File: src/rtl/cis_pkg.sv
// Shared definitions for the CIS line capture block: defaults, FSM encoding,
// header marker and word-packing helpers.
package cis_pkg;

  localparam int PIX_CNT_DEF    = 2592;
  localparam int SKIP_CNT_DEF   = 16;
  localparam int FIFO_DEPTH_DEF = 16;

  localparam logic [7:0] HDR_MARK = 8'hA5;
  localparam int         WORD_W   = 32;
  localparam int         ENTRY_W  = WORD_W + 1;

  typedef enum logic [1:0] {
    IDLE    = 2'd0,
    SKIP    = 2'd1,
    CAPTURE = 2'd2
  } cap_state_t;

  function automatic logic [WORD_W-1:0] pack_header(input logic [1:0]  colour,
                                                    input logic [15:0] line);
    return {HDR_MARK, 6'b0, colour, line};
  endfunction

  function automatic logic [WORD_W-1:0] pack_pixels(input logic [11:0] first,
                                                    input logic [11:0] second);
    return {4'b0, second, 4'b0, first};
  endfunction

endpackage

File: src/rtl/cis_line_capture_if.sv
// Output word stream of the line capture block: valid/ready with a last tag.
interface cis_line_capture_if;

  logic [31:0] M_DATA;
  logic        M_VALID;
  logic        M_READY;
  logic        M_LAST;

  modport master (output M_DATA, output M_VALID, output M_LAST, input M_READY);
  modport slave  (input M_DATA, input M_VALID, input M_LAST, output M_READY);

endinterface

File: src/rtl/sync_fifo.sv
// Single-clock FIFO with full/empty flags; a write on a full FIFO is accepted
// only when a read happens in the same cycle.
module sync_fifo #(
  parameter int WIDTH = cis_pkg::ENTRY_W,
  parameter int DEPTH = cis_pkg::FIFO_DEPTH_DEF
) (
  input  logic             CLK,
  input  logic             RST,
  input  logic             wr_en,
  input  logic [WIDTH-1:0] wr_data,
  input  logic             rd_en,
  output logic [WIDTH-1:0] rd_data,
  output logic             full,
  output logic             empty
);

  localparam int AW = $clog2(DEPTH);

  logic [WIDTH-1:0] mem [DEPTH];
  logic [AW-1:0]    wr_ptr;
  logic [AW-1:0]    rd_ptr;
  logic [AW:0]      count;
  logic             do_rd;
  logic             do_wr;

  assign empty   = (count == '0);
  assign full    = (count == (AW+1)'(DEPTH));
  assign do_rd   = rd_en & ~empty;
  assign do_wr   = wr_en & (~full | do_rd);
  assign rd_data = mem[rd_ptr];

  always_ff @(posedge CLK) begin
    if (do_wr) begin
      mem[wr_ptr] <= wr_data;
    end
  end

  // Pointers wrap naturally because DEPTH is a power of two.
  always_ff @(posedge CLK) begin
    if (RST) begin
      wr_ptr <= '0;
      rd_ptr <= '0;
      count  <= '0;
    end else begin
      if (do_wr) begin
        wr_ptr <= wr_ptr + 1'b1;
      end
      if (do_rd) begin
        rd_ptr <= rd_ptr + 1'b1;
      end
      case ({do_wr, do_rd})
        2'b10:   count <= count + 1'b1;
        2'b01:   count <= count - 1'b1;
        default: count <= count;
      endcase
    end
  end

endmodule

File: src/rtl/cis_line_capture.sv
// Captures CIS sensor lines: skips leading ADC samples, packs pixel pairs into
// 32-bit words behind a per-line header, and streams them through a FIFO.
module cis_line_capture
  import cis_pkg::*;
#(
  parameter int PIX_CNT    = PIX_CNT_DEF,
  parameter int SKIP_CNT   = SKIP_CNT_DEF,
  parameter int FIFO_DEPTH = FIFO_DEPTH_DEF
) (
  input  logic        CLK,
  input  logic        RST,
  input  logic        EN,
  input  logic        SI,
  input  logic [1:0]  SI_CNT,
  input  logic [11:0] ADC_DATA,
  input  logic        ADC_VALID,
  input  logic        CLR_ERR,
  output logic [15:0] LINE_CNT,
  output logic        ERR_OVF,
  output logic        ERR_SHORT,
  cis_line_capture_if.master stream
);

  cap_state_t state;
  logic       si_d;
  logic       si_rise;
  logic [15:0] skip_cnt;
  logic [15:0] pix_cnt;
  logic [11:0] first;
  logic        half;
  logic [1:0]  colour;
  logic        push_hdr;
  logic        push_pix;
  logic [ENTRY_W-1:0] pix_entry;

  logic               fifo_wr;
  logic [ENTRY_W-1:0] fifo_wdata;
  logic [ENTRY_W-1:0] fifo_rdata;
  logic               fifo_full;
  logic               fifo_empty;
  logic               pop;

  assign si_rise = SI & ~si_d;

  // The header is built from the registered colour and count one cycle after
  // the SI rise; an SI rise always beats a pixel, so both pushes never collide.
  assign fifo_wr    = push_hdr | push_pix;
  assign fifo_wdata = push_hdr ? {1'b0, pack_header(colour, LINE_CNT)} : pix_entry;
  assign pop        = stream.M_VALID & stream.M_READY;

  always_ff @(posedge CLK) begin
    if (RST) begin
      state     <= IDLE;
      si_d      <= 1'b0;
      skip_cnt  <= '0;
      pix_cnt   <= '0;
      first     <= '0;
      half      <= 1'b0;
      colour    <= '0;
      LINE_CNT  <= '0;
      ERR_SHORT <= 1'b0;
      push_hdr  <= 1'b0;
      push_pix  <= 1'b0;
      pix_entry <= '0;
    end else begin
      si_d      <= SI;
      push_hdr  <= 1'b0;
      push_pix  <= 1'b0;
      ERR_SHORT <= (ERR_SHORT & ~CLR_ERR) | (si_rise & (state != IDLE));
      if (si_rise) begin
        half     <= 1'b0;
        skip_cnt <= '0;
        pix_cnt  <= '0;
        if (EN) begin
          colour   <= SI_CNT;
          LINE_CNT <= LINE_CNT + 16'd1;
          push_hdr <= 1'b1;
          state    <= (SKIP_CNT == 0) ? CAPTURE : SKIP;
        end else begin
          state <= IDLE;
        end
      end else if (ADC_VALID) begin
        case (state)
          SKIP: begin
            if (skip_cnt == 16'(SKIP_CNT - 1)) begin
              skip_cnt <= '0;
              state    <= CAPTURE;
            end else begin
              skip_cnt <= skip_cnt + 16'd1;
            end
          end
          CAPTURE: begin
            if (!half) begin
              first <= ADC_DATA;
              half  <= 1'b1;
            end else begin
              half      <= 1'b0;
              push_pix  <= 1'b1;
              pix_entry <= {(pix_cnt == 16'(PIX_CNT - 1)), pack_pixels(first, ADC_DATA)};
            end
            if (pix_cnt == 16'(PIX_CNT - 1)) begin
              pix_cnt <= '0;
              state   <= IDLE;
            end else begin
              pix_cnt <= pix_cnt + 16'd1;
            end
          end
          default: ;
        endcase
      end
    end
  end

  // A dropped word wins over a same-cycle clear.
  always_ff @(posedge CLK) begin
    if (RST) begin
      ERR_OVF <= 1'b0;
    end else begin
      ERR_OVF <= (ERR_OVF & ~CLR_ERR) | (fifo_wr & fifo_full & ~pop);
    end
  end

  sync_fifo #(
    .WIDTH (ENTRY_W),
    .DEPTH (FIFO_DEPTH)
  ) u_fifo (
    .CLK     (CLK),
    .RST     (RST),
    .wr_en   (fifo_wr),
    .wr_data (fifo_wdata),
    .rd_en   (stream.M_READY),
    .rd_data (fifo_rdata),
    .full    (fifo_full),
    .empty   (fifo_empty)
  );

  assign stream.M_VALID = ~fifo_empty;
  assign stream.M_DATA  = fifo_rdata[WORD_W-1:0];
  assign stream.M_LAST  = fifo_rdata[WORD_W] & ~fifo_empty;

endmodule

File: src/flat_wrapper.sv
// flat-port wrapper written by rule: the top's interface ports become plain ports
module cis_line_capture_flat import cis_pkg::*;
#(
  parameter int PIX_CNT    = PIX_CNT_DEF,
  parameter int SKIP_CNT   = SKIP_CNT_DEF,
  parameter int FIFO_DEPTH = FIFO_DEPTH_DEF
)
  (CLK, RST, EN, SI, SI_CNT, ADC_DATA, ADC_VALID, CLR_ERR, LINE_CNT, ERR_OVF, ERR_SHORT, stream_M_DATA, stream_M_VALID, stream_M_LAST, stream_M_READY);
  cis_line_capture_if stream_i ();
  input  logic CLK;
  input  logic RST;
  input  logic EN;
  input  logic SI;
  input  logic [1:0] SI_CNT;
  input  logic [11:0] ADC_DATA;
  input  logic ADC_VALID;
  input  logic CLR_ERR;
  output logic [15:0] LINE_CNT;
  output logic ERR_OVF;
  output logic ERR_SHORT;
  output wire logic [$bits(stream_i.M_DATA)-1:0] stream_M_DATA;
  output wire logic [$bits(stream_i.M_VALID)-1:0] stream_M_VALID;
  output wire logic [$bits(stream_i.M_LAST)-1:0] stream_M_LAST;
  input wire logic [$bits(stream_i.M_READY)-1:0] stream_M_READY;
  assign stream_M_DATA = stream_i.M_DATA;
  assign stream_M_VALID = stream_i.M_VALID;
  assign stream_M_LAST = stream_i.M_LAST;
  assign stream_i.M_READY = stream_M_READY;
  cis_line_capture #(.PIX_CNT(PIX_CNT), .SKIP_CNT(SKIP_CNT), .FIFO_DEPTH(FIFO_DEPTH)) u_core (.CLK(CLK), .RST(RST), .EN(EN), .SI(SI), .SI_CNT(SI_CNT), .ADC_DATA(ADC_DATA), .ADC_VALID(ADC_VALID), .CLR_ERR(CLR_ERR), .LINE_CNT(LINE_CNT), .ERR_OVF(ERR_OVF), .ERR_SHORT(ERR_SHORT), .stream(stream_i));
endmodule
File: config.mk
export PLATFORM = sky130hd
export DESIGN_NAME = cis_line_capture_flat
export DESIGN_NICKNAME = d
export VERILOG_FILES = /design/src/rtl/cis_pkg.sv /design/src/rtl/cis_line_capture_if.sv /design/src/rtl/sync_fifo.sv /design/src/rtl/cis_line_capture.sv /design/src/flat_wrapper.sv
export SDC_FILE = /design/constraint.sdc
export NUM_CORES = 1
export LEC_CHECK = 0
export ABC_CLOCK_PERIOD_IN_PS = 4000
export CORE_MARGIN = 2
export CORE_UTILIZATION = 40
export DETAILED_ROUTE_END_ITERATION = 6
export GPL_TIMING_DRIVEN = 0
export PLACE_DENSITY = 0.66
export REMOVE_ABC_BUFFERS = 1
export SLEW_MARGIN = 20
export SYNTH_ARGS = -nofsm -noshare
export SYNTH_HDL_FRONTEND = slang
export SYNTH_HIERARCHICAL = 1
export SYNTH_SLANG_ARGS = --single-unit
File: constraint.sdc
create_clock -name CLK -period 4 [get_ports CLK]
set_clock_uncertainty 0.15 [all_clocks]
set_input_delay 0.4 -clock CLK [delete_from_list [all_inputs] [get_ports CLK]]
set_output_delay 0.4 -clock CLK [all_outputs]
set_load 0.05 [all_outputs]
# == Word level (Yosys, flattened, before mapping) ==
# Memory sizes are Yosys's and may differ from the RTL's. A register that Yosys moved wholly into a read port is not among the register bits.
# Index checks and enable logic that the tools add are counted.
# word_totals
elab_cells,86
ram_bits,528
out_inout_bits,52
regBits,108
in_bits,21
mem_count,1
# op_classes
reduce_logical,14
eq_ne,9
mux,17
n_bitwise,22
addsub,7
# memory_table
name,depth,width,rd,rd_clocked_by_memory_dff,write_ports,line,text
u_core.u_fifo.mem,16,33,1,1,1,sync_fifo.sv:19,logic [WIDTH-1:0] mem [DEPTH];
# op_table
operator,n
"16-bit by 1-bit adder with 16-bit output, second input constant",3
33-bit two-way mux,1
16-bit two-way mux,2
"16-bit by 12-bit equality test with 1-bit output, second input constant",1
"16-bit by 4-bit equality test with 1-bit output, second input constant",1
4-bit AND reduction,3
5-bit case mux with 2 select lines,1
1-bit bitwise AND,9
1-bit NOT,9
"4-bit by 1-bit adder with 4-bit output, second input constant",2
2-bit two-way mux,4
4-bit two-way mux,2
1-bit two-way mux,6
"3-bit by 1-bit inequality test with 1-bit output, second input constant",2
2-bit AND reduction,3
2-bit nonzero test,3
"5-bit by 1-bit adder with 5-bit output, second input constant",1
"5-bit equality test, second input constant",1
5-bit zero test,1
"5-bit by 1-bit subtractor with 5-bit output, second input constant",1
"2-bit by 1-bit equality test with 1-bit output, second input constant",2
"2-bit equality test, second input constant",2
1-bit OR,4
2-bit case mux with 2 select lines,1
3 further kinds,4

# == Longest topological paths before layout ==
# Gate-level depths: netlist of run 1.
# depth
ltp_word,7
depth_mapped,9

# == Modules after synthesis ==
# Netlist of run 1, hierarchy kept.
# modules_own_cells
mod,area_per_inst_um2,instances,cells_per_inst
sync_fifo,20707.4,1,925
cis_line_capture,4216.5,1,497

# == Worst setup path after synthesis of run 1 ==
# No wires, ideal clock.
# synth_path
path_type,register to register
startpoint,register u_core.push_hdr
endpoint,"memory u_core/u_fifo/mem[10][0] in the netlist's numbering, enable pin"
required_time_ps,3457
path_stages_with_launch,5
setup_slack_ps,1143
setup_ps,393
arrival_time_ps,2314
cell_sequence,dfxtp_1 -> or2_2 -> o21ai_1 -> nor3b_1 -> and2_1
# synth_via
elab_chain_len,4
# synth_rtl
item,line,text
start: declaration,cis_line_capture.sv:32,logic push_hdr;
start signal: assignment,cis_line_capture.sv:62,push_hdr <= 1'b0;
start signal: assignment,cis_line_capture.sv:67,push_hdr <= 1'b0;
start signal: assignment,cis_line_capture.sv:77,push_hdr <= 1'b1;
1-bit OR,cis_line_capture.sv:47,assign fifo_wr = push_hdr | push_pix;
net u_core.fifo_wr,cis_line_capture.sv:36,logic fifo_wr;
1-bit bitwise AND,sync_fifo.sv:29,assign do_wr = wr_en & (~full | do_rd);
1-bit two-way mux,sync_fifo.sv:33,if (do_wr) begin
1-bit two-way mux (implied by the code),sync_fifo.sv:34,mem[wr_ptr] <= wr_data;
end: declaration,sync_fifo.sv:19,
# The timed path passes the listed nets, and every way through them passes these cells.

==> results of run 1 <==
## final timing paths
check	cells past startpoint	slack, ns	end
max	5	0.21	stream_M_LAST
min	3	0.20	u_core/pix_entry[26]$_SDFFE_PP0P_
max reg2reg	4	0.70	u_core/u_fifo/mem[10][31]$_DFFE_PP_
min reg2reg	2	0.30	u_core/pix_entry[6]$_SDFFE_PP0P_
## logic make-up after synthesis
group,Yosys count,synth area share
buf+inv,90,0.0153
mux,164,0.133
fa+ha+maj,12,0.00633
compound gates,146,0.0388
simple gates,329,0.0663
xor+xnor,40,0.0141
other cells,1,0.000150
flops,640,0.726
## layer usage
layer / vias to the layer above / global-route usage / wire length, um
li1: 5821 / - / -
met1: 6927 / 0.250 / 24400
met2: 391 / 0.278 / 26300
met3: 83 / 0.0284 / 3620
met4: 0 / 0.0479 / 1090
met5: - / 0 / 0
## layout by cell type, fill, tap and decap left out, types with 4 or more instances in the layout
cell type / instances
or2_2: 6
edfxtp_1: 528
buf_12: 10
nand3_1: 22
a21oi_1: 44
o21ai_0: 11
or3_1: 7
clkbuf_8: 11
conb_1: 32
xnor2_1: 24
clkbuf_1: 14
nor4_1: 14
dfxtp_1: 109
and3_1: 6
mux4_2: 132
nand2b_1: 5
ha_1: 11
dlygate4sd2_1: 16
clkinv_2: 9
and2_1: 7
nand2_1: 106
a22oi_1: 66
mux2_2: 17
nor2b_1: 16
and4_4: 4
and2_4: 10
nand4_1: 10
o211ai_1: 5
buf_16: 10
nor2_1: 70
clkbuf_16: 62
nor3_1: 15
mux2i_1: 15
clkdlybuf4s50_1: 55
clkinv_1: 10
inv_1: 19
xor2_1: 16
## registers in the layout, summed over array words and instances, names as in the netlist, named ones only
register,flops
u_core/ERR_SHORT,1
u_core/push_hdr,1
u_core/si_d,1
u_core/pix_entry,25
u_core/u_fifo/mem,528
u_core/push_pix,1
u_core/first,12
u_core/LINE_CNT,16
u_core/state,2
u_core/colour,2
u_core/pix_cnt,16
u_core/u_fifo/rd_ptr,4
u_core/half,1
u_core/skip_cnt,16
u_core/u_fifo/wr_ptr,4
u_core/ERR_OVF,1
u_core/u_fifo/count,5
## cell type report
cell class,count,area share
flip-flops and latches,640,0.622
multi-input cells,723,0.228
clock buffers,87,0.0603
repair buffers,96,0.0416
well taps,837,0.0360
clock inverters,29,0.00929
inverters,19,0.00245
## worst min-delay path, stage by stage
cell and delay, ns:
clkdlybuf4s50_1 0.43, nand2_1 0.07, a21oi_1 0.05
## power breakdown
group / switching, mW / leakage (nW) / internal [mW] / total, mW
Clock: 2.47 / 0.985 / 3.25 / 5.73
Combinational: 1.14 / 2.54 / 0.811 / 1.95
Sequential: 0.109 / 6.49 / 7.18 / 7.29
## metrics by stage
stage | hold slack (ns) | std cells | setup TNS [ns]
after floorplan | 0.275 | 1382 | -104.90
after global placement | 0.288 | 2291 | -959.83
after detailed placement | 0.295 | 2313 | 0
after CTS | 0.172 | 2430 | 0
after global routing | 0.211 | 2431 | 0
final | 0.201 | 2431 | 0
## repair_timing
item / CTS / global route
gates cloned: 0 / 0
hold buffers: 1 / 0
gates resized for setup: 16 / 0
endpoints found under the setup margin: 16 / 14
setup buffers: 0 / 1
hold endpoints to repair: 17 / 0
==> metrics.md, run 1 <==
| Metric | Value |
|---|---|
| All-Layer GR Usage | `0.175` |
| Multi-input logic area | `about 6600 sq um` |
| CTS Buffer Depth | `3` |
| DRC violations left | `0` |
| Number of max-cap violations | `0` |
| Die Y | `254 um` |
| CP max-delay cell | `clkdlybuf4s50_1` |
| Cell with the most instances after synthesis | `edfxtp_1` |
| Layout net count | `~1600` |
| Sequential share of the synthesized area | `0.726` |
| Clock sink total | `640` |
| Worst setup SP type | `flip-flop` |
| WP buf/inv | `1` |
| Synth top area share | `0.636` |
| CTS H-tree depth | `2` |
| Antenna violations before repair | `1` |
| Slew Viols, Final | `0` |
| Number of flops mapped to enable cells by yosys | `between 500 and 600` |
| Family with the most delay on the worst path | `simple AND/OR/NAND/NOR gates` |
| FFs w/ async S/R, synth | `0` |
| Routed WL | `between 50 and 60 mm` |
| Num rows | `just over 90` |
| Synth area leaders | `edfxtp_1, mux4_2, dfxtp_1, a22oi_1, nand2_1` |
| Fraction of layout cells with a size suffix above 1 | `0.194` |
| Synth area leader | `edfxtp_1` |
| Distinct cells, synth | `a little under 60` |
| TritonRoute pass-1 iters | `5` |
| Worst-path cell chain | `nor2b_4, a22oi_1, nand2_1, nor2b_1, clkdlybuf4s50_1` |
| Post-layout util | `0.472` |
| Clock latency on the worst-skew pair | `between 0.6 and 0.7 ns` |
| Period minus WS final | `approximately 3.8 ns` |
| Pwr Density | `approximately 500 nW/um^2` |
| Post-synth top cells | `edfxtp_1, mux4_2, dfxtp_1, nand2_1, nor2_1` |
| RSZ-0062 raised after global routing | `no` |
| Worst slew pin tran | `0.973 ns` |
| Critical path required time | `approximately 3.5 ns` |
| CP endpoint kind | `output port` |
| Leak pwr | `about 10 nW` |
| Fmax | `about 260 MHz` |
| Endpoints failing hold | `0` |
| Status | `finished, final reports clean` |
| Fillers | `approximately 5200` |
| CTS tree | `built` |
| Max IR drop VDD | `between 0.4 and 0.5 mV` |
| Cell area after layout | `roughly 29000 sq um` |
| CP arrival | `between 3 and 4 ns` |
| Worst-path maximum fanout | `16` |
| Cell Area, Synth | `approximately 25000 sq um` |
| Worst stage delay on the critical path | `slightly above 0.8 ns` |
| Total power | `between 10 and 15 mW` |
| Routed WL per cell | `roughly 23 um` |
| Pin count of the biggest net entering global routing | `66` |
| Top FF cell, synth | `edfxtp_1` |
| Syn. warnings | `6` |
| Clk root buf | `clkbuf_16` |
| Grt ovf | `0` |
| Fin worst setup slack | `around 0.21 ns` |
| Die area | `approximately 64000 sq um` |
| Boundary pin count | `73` |
| Hold path start | `ADC_DATA[10]` |
| Number of diodes | `0` |
| Area grow syn2layout | `16.8%` |
| Final setup viols | `0` |
| Total number of vias | `between 10000 and 15000` |
| Die Wd | `between 200 and 300 um` |
| Hold Crit Class | `in2reg` |
| First-pass GRT wire length | `82.5 mm` |
| Port bufs | `72` |
| Cells after Synth | `1422` |
| Routability cong. | `~0.77` |
| Initial Util | `0.404` |
| Routed vias/inst | `5.44` |
| Worst rel slew slack | `0.350` |
| CP Class | `reg2out` |
| Post-DRT Antenna Nets | `0` |
| Synthesized flop and latch total | `640` |
| Clk pin slew, worst setup/hold paths | `around 0.060 ns` |
| Syn Area/Cell | `around 18 sq um` |
| TritonCTS Buffers | `between 60 and 70` |
| Initial DRC count | `1355` |
| Launch point of the worst reg-to-reg path | `u_core/push_hdr$_SDFF_PP0_` |
| FF/Latch Area | `~18000 sq um` |
| Fin crit share | `0.948` |
| DP Worst Slack | `0.388 ns` |
| Vias in the first global route | `~13000` |
| Placed cell area | `roughly 27000 sq um` |
| Core ar. | `approximately 62000 sq um` |
| Dpl hpwl | `31.1 mm` |
Note: power is estimated with default switching activity, not from simulation.
==> run 2: changes to the inputs <==
--- a/config.mk
+++ b/config.mk
@@ -11,9 +11,12 @@
 export DETAILED_ROUTE_END_ITERATION = 6
 export GPL_TIMING_DRIVEN = 0
 export PLACE_DENSITY = 0.66
+export RECOVER_POWER = 25
 export REMOVE_ABC_BUFFERS = 1
+export SETUP_SLACK_MARGIN = 0.2
 export SLEW_MARGIN = 20
 export SYNTH_ARGS = -nofsm -noshare
 export SYNTH_HDL_FRONTEND = slang
 export SYNTH_HIERARCHICAL = 1
 export SYNTH_SLANG_ARGS = --single-unit
+export TNS_END_PERCENT = 30
==> run 2 against run 1 <==
  * Wire length rose by 0.21%
  * Non-clock buffer count is 3 higher
  * Critical path type unchanged
  * Die area unchanged
  * Cell count rose by 0.12%
  * Setup slack better by 0.12 ns
==> metrics.md, run 2 (synthesis gave the netlist of run 1 again) <==
| Metric | Value |
|---|---|
| Pin count of the biggest net entering global routing | `66` |
| Commonest non-fill, non-tap cell in the layout | `edfxtp_1` |
| Initial Util | `0.404` |
| RSZ-0062 raised after global routing | `yes` |
| DR top layer | `met5` |
| TritonRoute pass-1 iters | `5` |
| CP endpoint kind | `output port` |
| WL met1 | `24.3 mm` |
| Placed cell area | `27100 sq um` |
| Hold Crit Class | `in2reg` |
| Num rows | `91` |
| Status | `finished, final reports clean` |
| Port bufs | `about 70` |
| Final setup viols | `0` |
| Critical path required time | `about 3.5 ns` |
| Leak pwr | `between 10 and 15 nW` |
| Die Wd | `around 250 um` |
| Clock sink total | `640` |
| Worst stage delay on the critical path | `~0.70 ns` |
| Routability cong. | `0.766` |
| Most frequent cells in the layout | `edfxtp_1, mux4_2, dfxtp_1` |
| Max IR drop VDD | `between 0.4 and 0.5 mV` |
| Fraction of layout cells with a size suffix above 1 | `0.185` |
| Routed WL per cell | `between 20 and 25 um` |
| Routed vias/inst | `5.45` |
| Fmax | `around 270 MHz` |
| Die Y | `254 um` |
| Clock latency on the worst-skew pair | `~0.65 ns` |
| Fin worst setup slack | `between 0.3 and 0.4 ns` |
| CTS tree | `built` |
| Die area | `between 60000 and 70000 sq um` |
| FF/Latch Area | `between 15000 and 20000 sq um` |
| Layout net count | `roughly 1600` |
| CTS H-tree depth | `2` |
| Cell area after layout | `just under 30000 sq um` |
| CP Class | `reg2out` |
| Antenna violations before repair | `1` |
| Total number of vias | `around 13000` |
| Number of max-cap violations | `0` |
| DRC violations left | `0` |
| CP arrival | `3.12 ns` |
| Period minus WS final | `around 3.7 ns` |
| First-pass GRT wire length | `a little over 80 mm` |
| Multi-input logic area | `6640 sq um` |
| CTS Buffer Depth | `3` |
| Worst-path maximum fanout | `32` |
| Clk root buf | `clkbuf_16` |
| Grt ovf | `0` |
| Worst-path cell chain | `buf_12, buf_16, mux4_2, a22oi_1, nand2_1, clkdlybuf4s50_1` |
| Worst setup SP type | `flip-flop` |
| Pwr Density | `513 nW/um^2` |
| Post-layout util | `0.472` |
| Vias in the first global route | `about 13000` |
| Fillers | `around 5200` |
| Dpl hpwl | `about 31 mm` |
| Core ar. | `just over 60000 sq um` |
| DP Worst Slack | `roughly 0.39 ns` |
| Worst rel slew slack | `0.366` |
| Max reg flops | `528` |
| TritonCTS Buffers | `61` |
| CP max-delay cell | `clkdlybuf4s50_1` |
| Worst slew pin tran | `roughly 0.95 ns` |
| Reg with most FFs | `u_core/u_fifo/mem` |
| Fin crit share | `0.917` |
| Boundary pin count | `73` |
| Slew Viols, Final | `0` |
| Regs by FF count | `u_core/u_fifo/mem: 528 flops, u_core/pix_entry: 25 flops` |
| Post-DRT Antenna Nets | `0` |
| Routed WL | `between 50 and 60 mm` |
| Worst hold margin | `between 0.2 and 0.25 ns` |
| Area grow syn2layout | `17.0%` |
| Endpoints failing hold | `0` |
| Reg2Reg Setup Slack | `between 0.7 and 0.8 ns` |
| Clk pin slew, worst setup/hold paths | `roughly 0.060 ns` |
| Met2 Wirelength | `26.5 mm` |
| Number of diodes | `0` |
| Initial DRC count | `~1300` |
| Met3 Wirelength | `between 3 and 4 mm` |
| All-Layer GR Usage | `0.175` |
-- run 2: critical path, delay by kind of cell (launching register included) --
family	cells	cell delay, ns
buffers and inverters	3	1.20
muxes	1	0.54
and+or+nand+nor	1	0.08
AOI/OAI and AO/OA	1	0.26
DFF	1	0.39
-- run 2: timing repair --
action	in CTS	in global routing
setup buffers	1	3
hold buffers	1	0
hold endpoints to repair	17	0
setup endpoints to repair	23	16
resized for setup	10	2
-- run 2: metal layers --
layer,vias to the layer above,global-route usage
li1,5826,-
met1,6941,0.250
met2,418,0.278
met3,87,0.0284
met4,2,0.0479
met5,-,0
-- run 2: report_power, final --
part / internal [mW] / switching, mW
clock network: 3.25 / 2.47
registers: 7.18 / 0.0906
logic: 0.816 / 1.16
total: 11.2 / 3.72
-- run 2: worst paths after layout --
check,start,to,cells past startpoint
worst max-delay path,flip-flop,stream_M_DATA[21],6
worst min-delay path,ADC_DATA[10],u_core/pix_entry[26]$_SDFFE_PP0P_,3
worst max register to register,u_core/push_hdr$_SDFF_PP0_,u_core/u_fifo/mem[10][31]$_DFFE_PP_,4
worst min register to register,u_core/first[5]$_SDFFE_PP0P_,u_core/pix_entry[5]$_SDFFE_PP0P_,2
-- run 2: cell type report --
type                    count  area share
repair buffers             99      0.0433
well taps                 837      0.0359
inverters                  19     0.00245
clock buffers              87      0.0602
clock inverters            29     0.00927
multi-input cells         723       0.228
flip-flops and latches    640       0.621
-- run 2: per-stage QoR --
stage | setup TNS, ns | power, mW | instances
final | 0 | 15.0 | 2434
after CTS | 0 | 15.1 | 2431
after global placement | -959.83 | 9.56 | 2291
after global routing | 0 | 15.5 | 2434
after floorplan | -104.90 | 8.91 | 1382
after detailed placement | 0 | 9.43 | 2313
